### src/rtl/spi_memory_pkg.sv
// Opcodes and FSM state encoding shared by the SPI memory controller.
// Defining SPI_WREN_EN adds the WREN/WREN_GAP states used ahead of every write.
package spi_memory_pkg;

   localparam logic [7:0] OP_READ  = 8'h03;
   localparam logic [7:0] OP_WRITE = 8'h02;
   localparam logic [7:0] OP_WREN  = 8'h06;

   typedef enum logic [3:0] {
      ST_IDLE     = 4'd0,
      ST_HOLD     = 4'd1,
`ifdef SPI_WREN_EN
      ST_WREN     = 4'd2,
      ST_WREN_GAP = 4'd3,
`endif
      ST_CMD      = 4'd4,
      ST_ADDR_HI  = 4'd5,
      ST_ADDR_LO  = 4'd6,
      ST_DATA     = 4'd7,
      ST_FINISH   = 4'd8
   } state_t;

   function automatic logic [7:0] cmd_opcode(input logic we);
      return we ? OP_WRITE : OP_READ;
   endfunction

endpackage

### src/rtl/spi_shift_byte.sv
// One-byte SPI mode-0 engine: SCLK divider, MSB-first shifter and MISO sampler.
// A start on the cycle done is high chains the next byte with no idle SCLK period.
module spi_shift_byte #(
   parameter int unsigned DIVISOR = 4
) (
   input  logic       clk,
   input  logic       reset,
   input  logic       start,
   input  logic [7:0] tx_byte,
   input  logic       miso,
   output logic       sclk,
   output logic       mosi,
   output logic       done,
   output logic [7:0] rx_byte
);

   localparam logic [7:0] DIV_LAST = 8'(DIVISOR - 1);

   logic       active_q, active_d;
   logic       phase_q, phase_d;
   logic [7:0] div_q, div_d;
   logic [2:0] bit_q, bit_d;
   logic [7:0] tx_q, tx_d;
   logic [7:0] rx_q, rx_d;
   logic       half_end;

   always_comb begin
      active_d = active_q;
      phase_d  = phase_q;
      div_d    = div_q;
      bit_d    = bit_q;
      tx_d     = tx_q;
      rx_d     = rx_q;
      half_end = active_q && (div_q == DIV_LAST);
      done     = half_end && phase_q && (bit_q == 3'd7);

      if (active_q) begin
         div_d = half_end ? 8'd0 : div_q + 8'd1;
      end
      // Rising SCLK edge samples MISO; falling edge advances MOSI and the bit count.
      if (half_end) begin
         phase_d = ~phase_q;
         if (!phase_q) begin
            rx_d = {rx_q[6:0], miso};
         end else begin
            tx_d  = {tx_q[6:0], 1'b0};
            bit_d = bit_q + 3'd1;
         end
      end
      if (done) begin
         active_d = 1'b0;
      end
      if (start) begin
         active_d = 1'b1;
         phase_d  = 1'b0;
         div_d    = 8'd0;
         bit_d    = 3'd0;
         tx_d     = tx_byte;
      end
   end

   always_ff @(posedge clk or posedge reset) begin
      if (reset) begin
         active_q <= 1'b0;
         phase_q  <= 1'b0;
         div_q    <= 8'd0;
         bit_q    <= 3'd0;
         tx_q     <= 8'h00;
         rx_q     <= 8'h00;
      end else begin
         active_q <= active_d;
         phase_q  <= phase_d;
         div_q    <= div_d;
         bit_q    <= bit_d;
         tx_q     <= tx_d;
         rx_q     <= rx_d;
      end
   end

   assign sclk    = active_q & phase_q;
   assign mosi    = active_q & tx_q[7];
   assign rx_byte = rx_q;

endmodule

### src/rtl/spi_memory_controller.sv
// CPU-bus to SPI memory bridge: one 32-bit frame (cmd, addr hi, addr lo, data) per access.
// Define SPI_WREN_EN to send a separate WREN frame before each write (EEPROM parts).
module spi_memory_controller
   import spi_memory_pkg::*;
#(
   parameter int unsigned DIVISOR = 4,
   parameter int unsigned CS_GAP  = 8
) (
   input  logic        clk,
   input  logic        reset,
   input  logic [15:0] address,
   input  logic [7:0]  data_in,
   output logic [7:0]  data_out,
   input  logic        bus_enable,
   input  logic        write_enable,
   output logic        busy,
   output logic        ready,
   output logic        spi_cs,
   output logic        spi_clk,
   output logic        spi_mosi,
   input  logic        spi_miso
);

   // FINISH itself is the first CS-high cycle of the gap.
   localparam logic [15:0] GAP_RELOAD = 16'(CS_GAP - 2);
`ifdef SPI_WREN_EN
   localparam logic [15:0] GAP_WREN   = 16'(CS_GAP - 1);
`endif

   state_t      state_q, state_d;
   logic [15:0] addr_q, addr_d;
   logic [7:0]  wdata_q, wdata_d;
   logic        we_q, we_d;
   logic [7:0]  dout_q, dout_d;
   logic [15:0] gap_q, gap_d;

   logic        start;
   logic [7:0]  tx_byte;
   logic        done;
   logic [7:0]  rx_byte;
   logic        launch;
   logic        launch_we;
   logic        cs_active;

   spi_shift_byte #(
      .DIVISOR (DIVISOR)
   ) u_shift (
      .clk     (clk),
      .reset   (reset),
      .start   (start),
      .tx_byte (tx_byte),
      .miso    (spi_miso),
      .sclk    (spi_clk),
      .mosi    (spi_mosi),
      .done    (done),
      .rx_byte (rx_byte)
   );

   always_comb begin
      state_d   = state_q;
      addr_d    = addr_q;
      wdata_d   = wdata_q;
      we_d      = we_q;
      dout_d    = dout_q;
      gap_d     = gap_q;
      start     = 1'b0;
      tx_byte   = 8'h00;
      launch    = 1'b0;
      launch_we = we_q;

      if (state_q == ST_FINISH) begin
         gap_d = GAP_RELOAD;
      end else if (gap_q != 16'd0) begin
         gap_d = gap_q - 16'd1;
      end

      case (state_q)
         ST_IDLE, ST_FINISH: begin
            if (state_q == ST_FINISH) begin
               state_d = ST_IDLE;
            end
            // A request during the CS gap is latched now and launched from HOLD.
            if (bus_enable) begin
               addr_d  = address;
               wdata_d = data_in;
               we_d    = write_enable;
               if ((state_q == ST_IDLE) && (gap_q == 16'd0)) begin
                  launch    = 1'b1;
                  launch_we = write_enable;
               end else begin
                  state_d = ST_HOLD;
               end
            end
         end
         ST_HOLD: begin
            if (gap_q == 16'd0) begin
               launch = 1'b1;
            end
         end
`ifdef SPI_WREN_EN
         ST_WREN: begin
            if (done) begin
               state_d = ST_WREN_GAP;
               gap_d   = GAP_WREN;
            end
         end
         ST_WREN_GAP: begin
            if (gap_q == 16'd0) begin
               state_d = ST_CMD;
               start   = 1'b1;
               tx_byte = OP_WRITE;
            end
         end
`endif
         ST_CMD: begin
            if (done) begin
               state_d = ST_ADDR_HI;
               start   = 1'b1;
               tx_byte = addr_q[15:8];
            end
         end
         ST_ADDR_HI: begin
            if (done) begin
               state_d = ST_ADDR_LO;
               start   = 1'b1;
               tx_byte = addr_q[7:0];
            end
         end
         ST_ADDR_LO: begin
            if (done) begin
               state_d = ST_DATA;
               start   = 1'b1;
               tx_byte = we_q ? wdata_q : 8'h00;
            end
         end
         ST_DATA: begin
            if (done) begin
               state_d = ST_FINISH;
               if (!we_q) begin
                  dout_d = rx_byte;
               end
            end
         end
         default: state_d = ST_IDLE;
      endcase

      if (launch) begin
`ifdef SPI_WREN_EN
         if (launch_we) begin
            state_d = ST_WREN;
            start   = 1'b1;
            tx_byte = OP_WREN;
         end else
`endif
         begin
            state_d = ST_CMD;
            start   = 1'b1;
            tx_byte = cmd_opcode(launch_we);
         end
      end
   end

   always_ff @(posedge clk or posedge reset) begin
      if (reset) begin
         state_q <= ST_IDLE;
         addr_q  <= 16'h0000;
         wdata_q <= 8'h00;
         we_q    <= 1'b0;
         dout_q  <= 8'h00;
         gap_q   <= 16'd0;
      end else begin
         state_q <= state_d;
         addr_q  <= addr_d;
         wdata_q <= wdata_d;
         we_q    <= we_d;
         dout_q  <= dout_d;
         gap_q   <= gap_d;
      end
   end

   always_comb begin
      cs_active = 1'b0;
      case (state_q)
`ifdef SPI_WREN_EN
         ST_WREN,
`endif
         ST_CMD, ST_ADDR_HI, ST_ADDR_LO, ST_DATA: cs_active = 1'b1;
         default: cs_active = 1'b0;
      endcase
   end

   assign spi_cs   = ~cs_active;
   assign busy     = (state_q != ST_IDLE) && (state_q != ST_FINISH);
   assign ready    = (state_q == ST_FINISH);
   assign data_out = dout_q;

endmodule

### config.mk
export PLATFORM = sky130hd
export DESIGN_NAME = spi_memory_controller
export DESIGN_NICKNAME = d
export VERILOG_FILES = /design/src/rtl/spi_memory_pkg.sv /design/src/rtl/spi_shift_byte.sv /design/src/rtl/spi_memory_controller.sv
export SDC_FILE = /design/constraint.sdc
export NUM_CORES = 1
export LEC_CHECK = 0
export CAP_MARGIN = 20
export CORE_MARGIN = 8
export CORE_UTILIZATION = 51
export DETAILED_ROUTE_END_ITERATION = 8
export GPL_ROUTABILITY_DRIVEN = 0
export PLACE_DENSITY_LB_ADDON = 0.25
export SLEW_MARGIN = 40
export SYNTH_ARGS = -nofsm -noshare
export SYNTH_HDL_FRONTEND = slang
export SYNTH_SLANG_ARGS = --single-unit
export TNS_END_PERCENT = 5
### constraint.sdc
create_clock -name clk -period 2.8 [get_ports clk]
set_input_delay 0.84 -clock clk [delete_from_list [all_inputs] [get_ports clk]]
set_output_delay 0.84 -clock clk [all_outputs]
set_load 0.03 [all_outputs]
==> impl_results.md, run 1 <==
- Worst path slowest cell: clkdlybuf4s50_1
- Sw Share: 22.1%
- Psw: 496 µW
- Max Cap Viol: 0
- Run status: finished clean
- Fin. Hold Viols: 0
- First-pass GRT wire length: 13900 µm
- Reg2reg start: u_shift.div_q[0]
- Via-per-instance ratio: 5.72
- Clock power frac: 43.9%
- TritonRoute pass-1 iters: 4
- Worst Hold End: data_out[7]
- Mapped cell area: 0.00399 mm²
- Crit path arrival time: 1.87 ns
- Ports: 42
- Final setup TNS: 0 ns
- Max H-tree Level: 3
- Setup crit start kind: flip-flop
- R2r setup slk: 0.47 ns
- Clock buffer depth: 2
- Initial Util: 52.2%
- GRT overflow: 0
- Hold depth: 1
- CP cell instances: nor3_1 > inv_1 > clkdlybuf4s50_1
- Die width: 104 µm
- Final setup viols: 0
- Drt initial violations: 253
- Area growth from synthesis to layout: 19.9%
- Vias in the first global route: 2905
- Depth of the worst register-to-register path: 5
- Mapped Cells: 340
- VDD IR-drop max: 0.000393 V
- Hold WC Path Type: reg2reg
- I/O Buffers: 41
- Placeable Area: 0.00765 mm²
- Reg power frac: 52.9%
- Vias: 2826
- Post-synth top area share: 51.4%
- Setup CP Type: reg2out
- Async set-or-reset flop fraction in the synthesized netlist: 100%
- Inserted Clock Buffers: 9
- HPWL after DPL: 5560 µm
- Worst-Margin Slew: 0.615 ns
- Setup bufs post-CTS: 0
- Synth top area cells: dfrtp_1 51%, mux2_2 12%, mux2_4 3.0%, a221oi_1 2.4%, nor2_1 2.0%
- Clock Skew: 0.0101 ns
- Worst-path clk slew: 0.09 ns
- GRT Total Usage: 15.4%
- Unrepaired setup endpoints after global routing: false
- Skew-Pair Late Insertion Delay: 0.35 ns
- Crit-path max FO: 7
- Worst hold start: u_shift.rx_byte[7]
- FF-to-FF End: data_out[2]
- Comb power frac: 3.2%
- Largest area contributor in the netlist: dfrtp_1
- Flops & latches, synth: 82
- Final slew viol count: 0
- Worst slew margin: 59.0%
- Cts-stage hold buffer count: 0
- Worst setup EP type: primary output
- Post-synth EDFFs: 0
- Die area: 0.0109 mm²
- CTS tree: done
- Pint: 1750 µW
- DRC: 0
- Primary FF master, synth: dfrtp_1
- Hold slack final: 0.511 ns
- PD cells: 469 mW/mm²
- Die span in y: 104 µm
- Routed WL per cell: 16.1 µm
- Critical Path Max Stage Delay: 0.61 ns
- Crit path time final: 2.71 ns
- Pin count of the biggest net entering global routing: 45
- Total Wirelength: 7940 µm
- Max Fclk: 0.369 GHz
- Syn Area/Cell: 11.7 µm²
- Final Cycle Share: 96.7%
- Post-synthesis cell type count: 53
- FP Rows: 32
- Root Driver: clkbuf_8
- Required @ worst endpoint: 1.96 ns
- Post_cts resized: 0
- Synth warn: 0
- Share of cells above drive strength 1: 24.0%
- ANT cells: 0
- Antenna-violating nets left: 0
- NumNets Final: 421
- Clk sink count: 82
- Mapped Nets: 374
- Initial antenna violation count: 0
- Leakage: 0.00227 µW
- Seq/Total Area, Yosys: 51.4%
-- power by group through the flow --
stage / sequential (µW) / combinational [µW] / clock [µW]
after floorplan: 1210 / 21.1 / 0
after global placement: 1210 / 72.1 / 0
after detailed placement: 1210 / 73.4 / 0
after CTS: 1190 / 73.5 / 1010
after global routing: 1190 / 79.2 / 1060
final: 1190 / 71.3 / 985
-- routing by layer --
| metal | global-route usage (%) | wire (µm) | vias to the layer above |
|---|---|---|---|
| li1 | - | - | 1363 |
| met1 | 20.4 | 3840 | 1396 |
| met2 | 23.1 | 3640 | 61 |
| met3 | 5.14 | 370 | 6 |
| met4 | 5.07 | 82 | 0 |
| met5 | 0 | 0 | - |
-- stage by stage --
stage	utilization, %	instances	cell area, µm²	total power [µW]	worst slack [ns]
after CTS	62.5	494	4780	2270	0.0886
final	62.5	494	4780	2240	0.0934
after detailed placement	59.5	478	4550	1290	0.371
after global routing	62.5	494	4780	2330	0.0113
after global placement	59.5	478	4550	1280	0.421
after floorplan	-	340	3990	1230	0.456
-- flip-flops by register name, summed over array words and instances, names as in the netlist, 3 cells and up --
signal and count:
addr_q 16, gap_q 16, u_shift.rx_byte 8, u_shift.tx_q 8, wdata_q 8, data_out 8
u_shift.bit_q 3, state_q 4, u_shift.div_q 8
-- how the worst max path moves through the flow --
stage	start	to	slack, ns	cells after the start
2_1_floorplan	state_q[0]	ready	0.46	5
3_3_place_gp	bus_enable	u_shift.tx_q[4]	0.42	4
3_5_place_dp	bus_enable	u_shift.tx_q[4]	0.37	4
4_1_cts	state_q[1]	busy	0.09	3
5_1_grt	state_q[1]	busy	0.01	3
6_report	state_q[1]	busy	0.09	3
-- logic make-up after synthesis --
logic type / synth area share [%]
AND/OR/NAND/NOR: 15.1
flip-flops: 51.4
AO/OA/AOI/OAI: 11.2
multiplexers: 15.8
buffers and inverters: 2.85
XOR/XNOR: 1.98
adder cells (fa/ha/maj): 1.57
-- critical path: cells and delay by family, from the launching register on --
kind,cells,cell delay (ns)
AND/OR/NAND/NOR,1,0.37
flip-flops,1,0.46
buffers and inverters,2,0.70
-- cell usage in the layout (no fill, tap or decap), types with 8 or more instances in the layout --
| cell | count |
|---|---|
| dfrtp_1 | 82 |
| mux2_2 | 41 |
| clkdlybuf4s50_1 | 40 |
| nor2_1 | 21 |
| nand2_1 | 15 |
| a21oi_1 | 12 |
| a221oi_1 | 11 |
| buf_4 | 11 |
| inv_1 | 10 |
| clkbuf_8 | 9 |
| mux2_4 | 8 |
| o21ai_0 | 8 |
-- synthesized netlist by cell type, drive strengths merged, types with 5 or more instances --
cell type,n
nand2,16
clkbuf,8
or3,6
and3,5
buf,8
nor3,5
a221oi,11
nor2,22
mux2,49
inv,11
ha,5
nand3,7
nor4,6
o31ai,7
mux2i,5
dfrtp,82
xnor2,7
o21ai,8
nand4,7
or4,6
o22ai,7
or2,6
and2,5
a21oi,12
-- final cells by class --
type | instances | area, µm²
Timing Repair Buffer | 52 | 503
Clock buffer | 9 | 124
Fill cell | 630 | 2870
Clock inverter | 7 | 106
Tap cell | 102 | 128
Inverter | 11 | 45.0
Multi-Input combinational cell | 231 | 1820
Sequential cell | 82 | 2050
No activity file was read; power rests on OpenSTA's default activity.
==> inputs of run 2 (changes only) <==
--- a/config.mk
+++ b/config.mk
@@ -6,8 +6,10 @@
 export NUM_CORES = 1
 export LEC_CHECK = 0
 export CAP_MARGIN = 20
+export CORE_ASPECT_RATIO = 0.5
 export CORE_MARGIN = 8
 export CORE_UTILIZATION = 51
+export CTS_CLUSTER_DIAMETER = 150
 export DETAILED_ROUTE_END_ITERATION = 8
 export GPL_ROUTABILITY_DRIVEN = 0
 export PLACE_DENSITY_LB_ADDON = 0.25
==> impl_results.md, run 2 (synthesis gave the netlist of run 1 again) <==
- Setup bufs post-CTS: 0 (unchanged)
- Clock Skew: 0.00574 ns (was 0.0101 ns)
- Worst Hold End: data_out[7] (unchanged)
- Fin. Hold Viols: 0 (unchanged)
- Leakage: 0.00230 µW (was 0.00227 µW)
- Unrepaired setup endpoints after global routing: false (unchanged)
- VDD IR-drop max: 0.000324 V (was 0.000393 V)
- Crit path arrival time: 1.81 ns (was 1.87 ns)
- Root Driver: clkbuf_16 (was clkbuf_8)
- Via-per-instance ratio: 5.77 (was 5.72)
- Clock buffer depth: 2 (unchanged)
- Cts-stage hold buffer count: 0 (unchanged)
- Most common cell after layout, fill and taps aside: dfrtp_1 (unchanged)
- CTS tree: done (unchanged)
- Initial antenna violation count: 0 (unchanged)
- Die area: 0.0111 mm² (was 0.0109 mm²)
- PD cells: 513 mW/mm² (was 469 mW/mm²)
- Final setup viols: 0 (unchanged)
- Final setup TNS: 0 ns (unchanged)
- CP delay by family, top: buffers and inverters (unchanged)
- Largest registers: addr_q: 16 flops, gap_q: 16 flops (unchanged)
- Max H-tree Level: 3 (unchanged)
- Die width: 141 µm (was 104 µm)
- Required @ worst endpoint: 1.96 ns (about the same)
- WP buf/inv: 2 (unchanged)
- Crit path time final: 2.65 ns (was 2.71 ns)
- FILL cells: 580 (was 630)
- Crit path setup slack, layout: 0.148 ns (was 0.0934 ns)
- Critical Path Max Stage Delay: 0.60 ns (was 0.61 ns)
- Hold WC Path Type: reg2reg (unchanged)
- Worst setup EP type: primary output (unchanged)
- CP cell instances: nor3_1 > inv_1 > clkdlybuf4s50_1 (unchanged)
- Routed WL per cell: 17.0 µm (was 16.1 µm)
- Drt initial violations: 180 (was 253)
- I/O Buffers: 41 (unchanged)
- Max Cap Viol: 0 (unchanged)
- Total Wirelength: 8440 µm (was 7940 µm)
- GRT overflow: 0 (unchanged)
- Clk sink count: 82 (unchanged)
- Die span in y: 78.5 µm (was 104 µm)
- First-pass GRT wire length: 14100 µm (was 13900 µm)
- Crit-path max FO: 7 (unchanged)
- Commonest cells after routing, fill and taps aside: 82 x dfrtp_1, 41 x mux2_2, 40 x clkdlybuf4s50_1 (unchanged)
- FP Rows: 22 (was 32)
- Worst slew margin: 57.9% (was 59.0%)
- NumNets Final: 419 (was 421)
- Vias: 2870 (was 2826)
- Worst-path clk slew: 0.06 ns (was 0.09 ns)
- Hold depth: 1 (unchanged)
- Skew-Pair Late Insertion Delay: 0.34 ns (was 0.35 ns)
- Pin count of the biggest net entering global routing: 67 (was 45)
- Run status: finished clean (unchanged)
- HPWL after DPL: 5880 µm (was 5560 µm)
- Setup crit start kind: flip-flop (unchanged)
- Setup WS pre-CTS: 0.294 ns (was 0.371 ns)
- Area growth from synthesis to layout: 21.6% (was 19.9%)
- GRT Total Usage: 15.7% (was 15.4%)
- Placeable Area: 0.00746 mm² (was 0.00765 mm²)
- Post_cts resized: 0 (unchanged)
- Share of cells above drive strength 1: 23.4% (was 24.0%)
- R2r setup slk: 0.25 ns (was 0.47 ns)
- Setup CP Type: reg2out (unchanged)
- TritonRoute pass-1 iters: 4 (unchanged)
- Reg2reg start: u_shift.div_q[0] (unchanged)
- Inserted Clock Buffers: 9 (unchanged)
- Final Cycle Share: 94.7% (was 96.7%)
- Ports: 42 (unchanged)
- ANT cells: 0 (unchanged)
- Worst path slowest cell: clkdlybuf4s50_1 (unchanged)
- Final slew viol count: 0 (unchanged)
- Antenna-violating nets left: 0 (unchanged)
- Depth of the worst register-to-register path: 6 (was 5)
- Vias in the first global route: 2975 (was 2905)
- Worst-Margin Slew: 0.632 ns (was 0.615 ns)
- Initial Util: 53.5% (was 52.2%)
- DRC: 0 (unchanged)
- Worst hold start: u_shift.rx_byte[7] (unchanged)
- FF-to-FF End: u_shift.tx_q[6] (was data_out[2])
- Max Fclk: 0.377 GHz (was 0.369 GHz)
- Instance count on the critical path: 3 (unchanged)
-- run 2: cell type report --
type,instances,area [µm²],share of cell area (%)
sequential,82,2050,42.3
multi-input combinational,231,1820,37.6
timing repair buffer,50,488,10.1
clock buffer,9,225,4.64
tap,108,135,2.79
clock inverter,6,82.6,1.70
inverter,11,45.0,0.929
-- run 2: worst reg2reg max path, cell delays in order, from the launching register on --
cell      delay (ns)
dfrtp_1         0.40
ha_1            0.23
nor4bb_1        0.45
buf_4           0.22
nand4_1         0.50
a221oi_1        0.50
a221oi_1        0.09
-- run 2: worst max-delay path by stage --
stage,startpoint,to,slack (ns)
3_5_place_dp,u_shift.div_q[0],u_shift.tx_q[6],0.29
2_1_floorplan,state_q[0],ready,0.46
6_report,state_q[1],busy,0.15
5_1_grt,state_q[1],busy,0.05
3_3_place_gp,bus_enable,u_shift.tx_q[5],0.37
4_1_cts,state_q[1],busy,0.12
-- run 2: metal layers --
| layer | routed length [µm] | GRT usage [%] | vias to the layer above | share of wire (%) |
|---|---|---|---|---|
| met5 | 0 | 0 | - | 0 |
| met3 | 351 | 6.04 | 10 | 4.2 |
| met4 | 102 | 4.89 | 0 | 1.2 |
| met2 | 4180 | 26.0 | 56 | 50 |
| met1 | 3810 | 18.7 | 1452 | 45 |
| li1 | - | - | 1352 | - |
-- run 2: where the power goes --
| part | internal [µW] | total [µW] | switching [µW] |
|---|---|---|---|
| logic | 39.8 | 68.8 | 29.1 |
| clock network | 770 | 1230 | 461 |
| registers | 1190 | 1190 | 2.15 |
| total | 2000 | 2490 | 492 |
-- run 2: stage by stage --
step	instances	hold WS (ns)	cell area, µm²	total power [µW]	util, %
after floorplan	340	0.474	3990	1230	-
final	497	0.506	4850	2490	65.0
after global placement	482	0.487	4540	1280	60.9
after CTS	497	0.504	4850	2510	65.0
after global routing	497	0.527	4850	2580	65.0
after detailed placement	482	0.490	4540	1280	60.9
==> inputs of run 3 (changes only) <==
--- a/config.mk
+++ b/config.mk
@@ -8,9 +8,10 @@
 export CAP_MARGIN = 20
 export CORE_ASPECT_RATIO = 0.5
 export CORE_MARGIN = 8
-export CORE_UTILIZATION = 51
+export CORE_UTILIZATION = 52
 export CTS_CLUSTER_DIAMETER = 150
 export DETAILED_ROUTE_END_ITERATION = 8
+export DONT_BUFFER_PORTS = 1
 export GPL_ROUTABILITY_DRIVEN = 0
 export PLACE_DENSITY_LB_ADDON = 0.25
 export SLEW_MARGIN = 40
==> impl_results.md, run 3 (synthesis gave the netlist of run 1 again) <==
- Reg power frac: 46.6% (was 47.8%)
- I/O Buffers: 0 (was 41)
- Die area: 0.0109 mm² (was 0.0111 mm²)
- HPWL after DPL: 5820 µm (was 5880 µm)
- Final setup TNS: 0 ns (unchanged)
- FP Rows: 22 (unchanged)
- Crit path arrival time: 1.67 ns (was 1.81 ns)
- Critical Path Max Stage Delay: 0.44 ns (was 0.60 ns)
- Final Cell Area: 0.00445 mm² (was 0.00485 mm²)
- PD cells: 574 mW/mm² (was 513 mW/mm²)
- Post_cts resized: 0 (unchanged)
- TritonRoute pass-1 iters: 4 (unchanged)
- Setup CP Type: reg2out (unchanged)
- Clock power frac: 52.3% (was 49.5%)
- Crit path time final: 2.51 ns (was 2.65 ns)
- NumNets Final: 378 (was 419)
- Run status: finished clean (unchanged)
- Die width: 140 µm (was 141 µm)
- Initial Util: 54.1% (was 53.5%)
- Area growth from synthesis to layout: 11.5% (was 21.6%)
- Skew-Pair Late Insertion Delay: 0.33 ns (was 0.34 ns)
- Drt initial violations: 187 (was 180)
- Vias: 2712 (was 2870)
- Share of cells above drive strength 1: 25.9% (was 23.4%)
- Antenna-violating nets left: 0 (unchanged)
- Hold WC Path Type: in2async (was reg2reg)
- Total Wirelength: 8070 µm (was 8440 µm)
- Max H-tree Level: 3 (unchanged)
- VDD IR-drop max: 0.000380 V (was 0.000324 V)
- Worst setup EP type: primary output (unchanged)
- Initial antenna violation count: 0 (unchanged)
- Clock buffer depth: 2 (unchanged)
- Final Cycle Share: 89.8% (was 94.7%)
- First-pass GRT wire length: 13700 µm (was 14100 µm)
- Vias in the first global route: 2812 (was 2975)
- Root Driver: clkbuf_16 (unchanged)
- Psw: 472 µW (was 492 µW)
- Placeable Area: 0.00738 mm² (was 0.00746 mm²)
- Clk sink count: 82 (unchanged)
- Worst slew margin: 47.7% (was 57.9%)
- Pint: 2080 µW (was 2000 µW)
- Max Fclk: 0.398 GHz (was 0.377 GHz)
- Via-per-instance ratio: 6.11 (was 5.77)
- Final setup viols: 0 (unchanged)
- Ports: 42 (unchanged)
- Inserted Clock Buffers: 9 (unchanged)
- Worst path slowest cell: dfrtp_1 (was clkdlybuf4s50_1)
- Worst-path clk slew: 0.06 ns (about the same)
- Fin. Hold Viols: 0 (unchanged)
- Crit-path max FO: 7 (unchanged)
- Sw Share: 18.5% (was 19.8%)
- Leakage: 0.00215 µW (was 0.00230 µW)
- CTS tree: done (unchanged)
- Worst-Margin Slew: 0.782 ns (was 0.632 ns)
- ANT cells: 0 (unchanged)
- Die span in y: 77.9 µm (was 78.5 µm)
- Placed Area: 0.00411 mm² (was 0.00454 mm²)
- Comb power frac: 1.1% (was 2.8%)
- WP buf/inv: 1 (was 2)
- Commonest cells after routing, fill and taps aside: 82 x dfrtp_1, 41 x mux2_2, 21 x nor2_1 (was 82 x dfrtp_1, 41 x mux2_2, 40 x clkdlybuf4s50_1)
- Required @ worst endpoint: 1.96 ns (about the same)
- Pin count of the biggest net entering global routing: 42 (was 67)
- Unrepaired setup endpoints after global routing: false (unchanged)
- CP delay by family, top: simple AND/OR/NAND/NOR gates (was buffers and inverters)
- Setup crit start kind: flip-flop (unchanged)
- Clock Skew: 0.00580 ns (was 0.00574 ns)
- GRT Total Usage: 15.5% (was 15.7%)
- Max Cap Viol: 0 (unchanged)
- GRT overflow: 0 (unchanged)
- CP cell instances: nor3_1 > nand2_1 > inv_1 (was nor3_1 > inv_1 > clkdlybuf4s50_1)
- Most common cell after layout, fill and taps aside: dfrtp_1 (unchanged)
- Final slew viol count: 0 (unchanged)
- Largest registers: addr_q: 16 flops, gap_q: 16 flops (unchanged)
- Routed WL per cell: 18.2 µm (was 17.0 µm)
- DRC: 0 (unchanged)
- Setup bufs post-CTS: 0 (unchanged)
- Cts-stage hold buffer count: 0 (unchanged)
[run 3: changes by cell type in the layout (fill, tap and decap cells not counted), sizes merged]
cell,previous run,this run
clkbuf,9,10
bufinv,2,3
clkinv,3,1
buf,10,9
clkdlybuf4s50,40,0
[run 3: final timing paths]
check                      cells after the start  slack [ns]              end        from
setup / recovery                               3        0.29            ready  state_q[1]
hold / removal                                 1        0.27      data_out[4]       reset
setup reg to reg                               6        0.32  u_shift.tx_q[4]    gap_q[1]
hold reg to reg                                1        0.50       addr_q[12]  addr_q[12]
max in group asynchronous                      2        1.81  u_shift.tx_q[4]       reset
min in group clk                               1        0.50       addr_q[12]  addr_q[12]
[run 3: layout make-up]
type                       instances  area (µm²)
multi-input combinational        231        1820
clock inverter                     5         103
clock buffer                      10         239
inverter                          11        45.0
sequential                        82        2050
tap                               96         120
timing repair buffer               9        67.6
fill                             597        2930
[run 3: worst register-to-register path, stage by stage, from the launching register on]
cell and delay (ns):
dfrtp_1 0.41, inv_1 0.11, ha_1 0.14, nor3b_1 0.50, nand3_1 0.33, or2_0 0.52
a221oi_1 0.36
[run 3: per-stage QoR]
stage | utilization, % | hold WS, ns | power (µW) | std cells | setup slack, ns
final | 60.3 | 0.268 | 2550 | 444 | 0.286
after global placement | 55.7 | 0.486 | 1240 | 429 | 0.483
after detailed placement | 55.7 | 0.490 | 1240 | 429 | 0.388
after floorplan | - | 0.474 | 1230 | 340 | 0.456
after global routing | 60.3 | 0.272 | 2630 | 444 | 0.134
after CTS | 60.3 | 0.264 | 2580 | 444 | 0.273
[run 3: power groups by stage]
| stage | Clock, µW | Combinational [µW] | Sequential, µW |
|---|---|---|---|
| after floorplan | 0 | 21.1 | 1210 |
| after global placement | 0 | 29.0 | 1210 |
| after detailed placement | 0 | 30.5 | 1210 |
| after CTS | 1360 | 30.6 | 1190 |
| after global routing | 1410 | 34.4 | 1190 |
| final | 1330 | 28.4 | 1190 |
[run 3: layer usage]
| metal | GRT usage, % | part of all wire, % |
|---|---|---|
| met1 | 18.8 | 45 |
| met2 | 24.8 | 47 |
| met3 | 6.47 | 7.3 |
| met4 | 4.73 | 1.2 |
| met5 | 0 | 0 |
